<file path="src/rtl/adc122s_pkg.sv">
// adc122s_pkg: shared constants for the ADC122S conversion sequencer.
// Control-word layout, frame/result widths and frame FSM encoding.
package adc122s_pkg;

    localparam int FRAME_BITS = 16;
    localparam int RES_W      = 12;
    localparam int ADD_LSB    = 11;
    localparam int ADD_MSB    = 13;

    localparam logic [1:0] ST_IDLE  = 2'd0;
    localparam logic [1:0] ST_SETUP = 2'd1;
    localparam logic [1:0] ST_SHIFT = 2'd2;
    localparam logic [1:0] ST_HOLD  = 2'd3;

    // {2'b00, ADD[2:0], 11'b0} with ADD = {2'b00, addr}
    function automatic logic [FRAME_BITS-1:0] ctrl_word(
        input logic addr
    );
        logic [FRAME_BITS-1:0] w;
        w = '0;
        w[ADD_MSB:ADD_LSB] = {2'b00, addr};
        return w;
    endfunction

endpackage

</file>
<file path="src/rtl/adc122s_spi_frame.sv">
// adc122s_spi_frame: one 16-SCLK chip-select frame (SETUP/SHIFT/HOLD).
// Ports: aclk, reset, start, tx_word in; sclk/ss/mosi to the ADC,
// miso from it; done (last SHIFT cycle), fin (last HOLD cycle), rx_word.
module adc122s_spi_frame
    import adc122s_pkg::*;
#(
    parameter int CLK_DIV = 4
) (
    input  logic                  aclk,
    input  logic                  reset,
    input  logic                  start,
    input  logic [FRAME_BITS-1:0] tx_word,
    input  logic                  miso,
    output logic                  sclk,
    output logic                  ss,
    output logic                  mosi,
    output logic                  done,
    output logic                  fin,
    output logic [FRAME_BITS-1:0] rx_word
);

    localparam int CW = $clog2(CLK_DIV);

    logic [1:0]            state;
    logic [CW-1:0]         cnt;
    logic [4:0]            hp;
    logic [FRAME_BITS-1:0] txsr;
    logic [FRAME_BITS-1:0] rxsr;
    logic                  cnt_end;
    logic                  go;

    assign cnt_end = (cnt == CW'(CLK_DIV - 1));
    assign done    = (state == ST_SHIFT) && cnt_end
                   && (hp == 5'd31);
    assign fin     = (state == ST_HOLD) && cnt_end;
    // A new frame may start straight out of HOLD so
    // back-to-back frames keep a 34*CLK_DIV pitch.
    assign go      = start && ((state == ST_IDLE) || fin);
    assign rx_word = rxsr;

    always_ff @(posedge aclk or posedge reset) begin
        if (reset) begin
            state <= ST_IDLE;
            cnt   <= '0;
            hp    <= '0;
            txsr  <= '0;
            rxsr  <= '0;
            ss    <= 1'b1;
            sclk  <= 1'b1;
            mosi  <= 1'b0;
        end else if (go) begin
            state <= ST_SETUP;
            cnt   <= '0;
            txsr  <= tx_word;
            ss    <= 1'b0;
            mosi  <= tx_word[FRAME_BITS-1];
        end else begin
            unique case (1'b1)
                (state == ST_SETUP): begin
                    if (cnt_end) begin
                        state <= ST_SHIFT;
                        cnt   <= '0;
                        hp    <= '0;
                        sclk  <= 1'b0;
                    end else begin
                        cnt <= cnt + 1'b1;
                    end
                end
                (state == ST_SHIFT): begin
                    if (!cnt_end) begin
                        cnt <= cnt + 1'b1;
                    end else if (hp == 5'd31) begin
                        state <= ST_HOLD;
                        cnt   <= '0;
                        ss    <= 1'b1;
                        mosi  <= 1'b0;
                    end else begin
                        cnt  <= '0;
                        hp   <= hp + 5'd1;
                        sclk <= ~sclk;
                        // rising edge samples, falling edge advances
                        if (!sclk) begin
                            rxsr <= {rxsr[FRAME_BITS-2:0], miso};
                        end else begin
                            txsr <= {txsr[FRAME_BITS-2:0], 1'b0};
                            mosi <= txsr[FRAME_BITS-2];
                        end
                    end
                end
                (state == ST_HOLD): begin
                    if (cnt_end) begin
                        state <= ST_IDLE;
                    end else begin
                        cnt <= cnt + 1'b1;
                    end
                end
                default: begin
                    ss   <= 1'b1;
                    sclk <= 1'b1;
                end
            endcase
        end
    end

endmodule

</file>
<file path="src/rtl/adc122s_sequencer.sv">
// adc122s_sequencer: sample timer, round scheduler, channel tagging and
// AXIS output for a dual-channel ADC122S. Ports: aclk/reset, enable,
// ch_mask; spi_sclk/ss/mosi/miso; m_axis_tdata/tuser/tvalid/tready;
// busy (round in progress), overrun (sticky, cleared by enable=0).
module adc122s_sequencer
    import adc122s_pkg::*;
#(
    parameter int CLK_DIV       = 4,
    parameter int SAMPLE_PERIOD = 1000
) (
    input  logic        aclk,
    input  logic        reset,
    input  logic        enable,
    input  logic [1:0]  ch_mask,
    output logic        spi_sclk,
    output logic        spi_ss,
    output logic        spi_mosi,
    input  logic        spi_miso,
    output logic [15:0] m_axis_tdata,
    output logic        m_axis_tuser,
    output logic        m_axis_tvalid,
    input  logic        m_axis_tready,
    output logic        busy,
    output logic        overrun
);

    localparam int TW = $clog2(SAMPLE_PERIOD);

    logic [TW-1:0]         timer;
    logic                  tick;
    logic [1:0]            mask_q;
    logic                  cur;
    logic                  sent;
    logic                  last_addr;
    logic                  start_round;
    logic                  more;
    logic                  cont;
    logic                  next_addr;
    logic                  f_start;
    logic                  f_done;
    logic                  f_fin;
    logic [FRAME_BITS-1:0] tx_word;
    logic [FRAME_BITS-1:0] rx_word;
    logic                  unused_lead;
    logic                  take;

    assign tick = enable
               && (timer == TW'(SAMPLE_PERIOD - 1));

    always_ff @(posedge aclk or posedge reset) begin
        if (reset) begin
            timer <= '0;
        end else if (!enable || tick) begin
            timer <= '0;
        end else begin
            timer <= timer + 1'b1;
        end
    end

    assign start_round = tick && !busy
                      && (ch_mask != 2'b00);
    assign more        = !cur && mask_q[1];
    assign cont        = busy && f_fin && more && enable;
    assign f_start     = start_round || cont;
    // Address = channel of the next frame; in the last
    // frame it wraps to the round's first enabled channel.
    // For the first frame that reduces to ch_mask[1].
    assign next_addr   = start_round ? ch_mask[1]
                                     : ~mask_q[0];
    assign tx_word     = ctrl_word(next_addr);
    assign take        = f_done
                      && (!m_axis_tvalid || m_axis_tready);
    assign unused_lead = ^rx_word[FRAME_BITS-1:RES_W];

    always_ff @(posedge aclk or posedge reset) begin
        if (reset) begin
            busy          <= 1'b0;
            mask_q        <= 2'b00;
            cur           <= 1'b0;
            sent          <= 1'b0;
            last_addr     <= 1'b0;
            overrun       <= 1'b0;
            m_axis_tdata  <= '0;
            m_axis_tuser  <= 1'b0;
            m_axis_tvalid <= 1'b0;
        end else begin
            if (f_start) begin
                busy <= 1'b1;
                cur  <= start_round ? ~ch_mask[0] : 1'b1;
                sent <= next_addr;
            end else if (f_fin) begin
                busy <= 1'b0;
            end
            if (start_round) begin
                mask_q <= ch_mask;
            end
            // The ADC converted the channel addressed in
            // the previous frame, i.e. last_addr.
            if (f_done) begin
                last_addr <= sent;
            end
            if (take) begin
                m_axis_tdata  <= {{(16-RES_W){1'b0}},
                                  rx_word[RES_W-1:0]};
                m_axis_tuser  <= last_addr;
                m_axis_tvalid <= 1'b1;
            end else if (m_axis_tvalid && m_axis_tready) begin
                m_axis_tvalid <= 1'b0;
            end
            if (!enable) begin
                overrun <= 1'b0;
            end else if ((tick && busy) || (f_done && !take)) begin
                overrun <= 1'b1;
            end
        end
    end

    adc122s_spi_frame #(
        .CLK_DIV (CLK_DIV)
    ) u_frame (
        .aclk    (aclk),
        .reset   (reset),
        .start   (f_start),
        .tx_word (tx_word),
        .miso    (spi_miso),
        .sclk    (spi_sclk),
        .ss      (spi_ss),
        .mosi    (spi_mosi),
        .done    (f_done),
        .fin     (f_fin),
        .rx_word (rx_word)
    );

endmodule

</file>
<file path="config.mk">
export PLATFORM = sky130hd
export DESIGN_NAME = adc122s_sequencer
export DESIGN_NICKNAME = d
export VERILOG_FILES = /design/src/rtl/adc122s_pkg.sv /design/src/rtl/adc122s_spi_frame.sv /design/src/rtl/adc122s_sequencer.sv
export SDC_FILE = /design/constraint.sdc
export NUM_CORES = 1
export LEC_CHECK = 0
export ABC_AREA = 0
export ABC_CLOCK_PERIOD_IN_PS = 2300
export BUFFER_PORTS_ARGS = -buffer_cell sky130_fd_sc_hd__buf_2
export CORE_MARGIN = 2
export CORE_UTILIZATION = 30
export DETAILED_ROUTE_END_ITERATION = 6
export PLACE_DENSITY = 0.49
export SYNTH_ARGS = -nofsm -noshare
export SYNTH_HDL_FRONTEND = slang
export SYNTH_SLANG_ARGS = --single-unit
</file>
<file path="constraint.sdc">
create_clock -name aclk -period 2.3 [get_ports aclk]
set_input_delay 0.115 -clock aclk [delete_from_list [all_inputs] [get_ports aclk]]
set_output_delay 0.115 -clock aclk [all_outputs]
set_load 0.05 [all_outputs]
</file>
==> reports/qor.yml <==
dp_worst_setup_slack_ns: 0.141
htree_levels: 3
timing.final.crit_share: 0.947
clk_pin_slew_ns: 0.07
synth_ff_type: "dfrtp_1"
async_reset_ff_frac: 1.00
synth.most_common_cell: "dfrtp_1"
start_kind: "register"
dr.pass1.iters: 4
arrival_ns: 2.40
synth.avg_cell_area_um2: 11.7
drt_iter0_drc: 50
power_frac_comb: 0.033
portBuffers: 25
period_needed_ns: 2.18
cts_hold_buf: 3
grt_max_degree: 31
synth.top_cell.area_share: 0.533
drive_gt1_frac: 0.311
outcome: "completed"
final_nets: 279
switchingPower_mw: 0.495
cts-resized-gates: 0
cts.path.max_buffers: 2
place_inst: 362
utilization: 0.365
finClkSkew_ns: 0.00770
placed_cell_area_mm2: 0.00296
fin_ws_ns: 0.123
antenna_cells: 0
rows: 34
crit_fanout: 12
hold_viol_final: 0
grt_pass1_wl_mm: 7.93
avgRoutedWirePerCell_um: 12.3
clkSinkCount: 59
fp.dieW_um: 98.4
die_h_um: 98.4
cp.required_ns: 2.52
syn_area_mm2: 0.00268
antenna_left: 0
yosysUniqueCellTypes: 45
maxSlewHeadroom: 0.574
antenna_found_initial: 0
routed_wirelength_mm: 4.68
grt_setup_unrepaired: "false"
dpl.hpwl_mm: 3.26
total_leakage_power_nw: 1.53
setup_viol: 0
irDropWorstVdd_v: 0.000218
post_cts_buffers: 0
power.density_mw_per_mm2: 617
ys_warn_count: 0
ys_top_cells_by_count: "57 x dfrtp_1, 24 x nand2_1, 20 x nor2_1, 17 x mux2_2, 15 x o21ai_0"
drv_cap: 0
drc_errors: 0
p_int_mw: 1.46
fin_cells: 381
numCtsBuffers: 9
worst_pin_slew_ns: 0.638
globalplace.congestion: 0.715
grt_usage: 0.104
final_area_mm2: 0.00317
grt_pass1_vias: 1667
synth_top_cell_by_area: "dfrtp_1"
swShare: 0.253
vias_per_cell: 4.67
fp.coreArea_mm2: 0.00868
power_frac_seq: 0.540
clk-insertion-delay-late_ns: 0.34
slew_violations: 0
tritoncts: "built"
cts_root_buffer: "clkbuf_8"
synth-seq-cells: 59
start_util: 0.308
vias: 1779
fmax_ghz: 0.459
synth-edff-count: 0
yosys-top-cells-area: "dfrtp_1 53%, mux2_2 7.2%, mux2_4 5.6%, nand2_1 3.4%, nor2_1 2.8%"
hold_class: "in -> reg"
ys_seq_area_frac: 0.553
io_pins: 30
clkPwrFrac: 0.427
crit_type: "reg -> reg"
setup_tns_ns: 0
netlist_instances: 228
crit_path_end_kind: "register"
layout-area-overhead-vs-synth_pct: 18.4
gr-total-overflow: 0
die_area_mm2: 0.00969
final timing paths:
check | start | to | slack [ns] | depth (start not counted)
max | u_frame.hp[0]$_DFFE_PP0P_ | u_frame.rx_word[11]$_DFFE_PP0P_ | 0.12 | 7
min | ch_mask[0] | mask_q[0]$_DFFE_PP0N_ | 0.03 | 3
max reg2reg | u_frame.hp[0]$_DFFE_PP0P_ | u_frame.rx_word[11]$_DFFE_PP0P_ | 0.12 | 7
min reg2reg | sent$_DFFE_PP0P_ | sent$_DFFE_PP0P_ | 0.49 | 2
max in group asynchronous | reset | u_frame.sclk$_DFFE_PP1P_ | 1.24 | 4
min in group asynchronous | reset | u_frame.state[1]$_DFFE_PP0P_ | 0.40 | 3
cells in the final DEF, fill, tap and decap left out, drive strengths merged, types with 2 or more instances in the layout:
| cell | count |
|---|---|
| nand2 | 24 |
| nor3 | 2 |
| clkbuf | 9 |
| conb | 4 |
| and3 | 5 |
| or3 | 2 |
| ha | 4 |
| o31a | 2 |
| a21oi | 4 |
| nor3b | 2 |
| o21ai | 15 |
| dfrtp | 57 |
| buf | 33 |
| xor2 | 5 |
| nand3 | 11 |
| mux2 | 27 |
| mux2i | 5 |
| inv | 7 |
| clkinv | 3 |
| dlygate4sd3 | 3 |
| nor2 | 21 |
| clkinvlp | 3 |
| xnor2 | 4 |
| dfstp | 2 |
| a22oi | 3 |
power groups by stage:
stage	Sequential [mW]	Combinational, mW	Clock (mW)
2_1_floorplan	1.07	0.0481	0
3_3_place_gp	1.08	0.0631	0
3_5_place_dp	1.07	0.0630	0
4_1_cts	1.06	0.0677	0.859
5_1_grt	1.06	0.0743	0.917
6_report	1.06	0.0648	0.836
flip-flops by register name, indices dropped and copies added, names as in the netlist, 2 cells and up:
name / cells
u_frame.hp: 5
u_frame.cnt: 2
u_frame.txsr: 4
u_frame.state: 2
m_axis_tdata: 12
u_frame.rx_word: 12
mask_q: 2
timer: 10
worst max-delay path, cell delays in order, from the launching register on:
cell and delay [ns]:
dfrtp_1 0.42, ha_1 0.23, and3_1 0.18, ha_1 0.19
buf_4 0.16, nor4_2 0.25, buf_4 0.26, mux2_2 0.35
stage by stage:
step	power, mW	hold WS (ns)
2_1_floorplan	1.12	0.211
3_3_place_gp	1.14	0.254
3_5_place_dp	1.14	0.239
4_1_cts	1.98	0.00338
5_1_grt	2.05	0.00865
6_report	1.96	0.0265
routing by layer:
layer  part of all wire  up-vias  global-route usage
met2               0.45       35               0.150
li1                   -      869                   -
met4              0.025        0              0.0632
met1               0.48      861               0.139
met5                  0        -                   0
met3              0.040       14              0.0298
layout make-up:
cell class	instances	area (um^2)
multi-input combinational	156	1110
clock buffer	9	124
timing repair buffer	36	240
sequential	59	1480
fill	882	5510
clock inverter	7	53.8
inverter	6	25.0
tap	108	135
logic make-up after synthesis:
group / share of synthesized area
multiplexers: 0.146
XOR/XNOR: 0.0295
buffers and inverters: 0.0360
flip-flops: 0.553
AO/OA/AOI/OAI: 0.0809
other: 0.00140
adder cells (fa/ha/maj): 0.0187
AND/OR/NAND/NOR: 0.134
(Power assumes the default switching activity.)
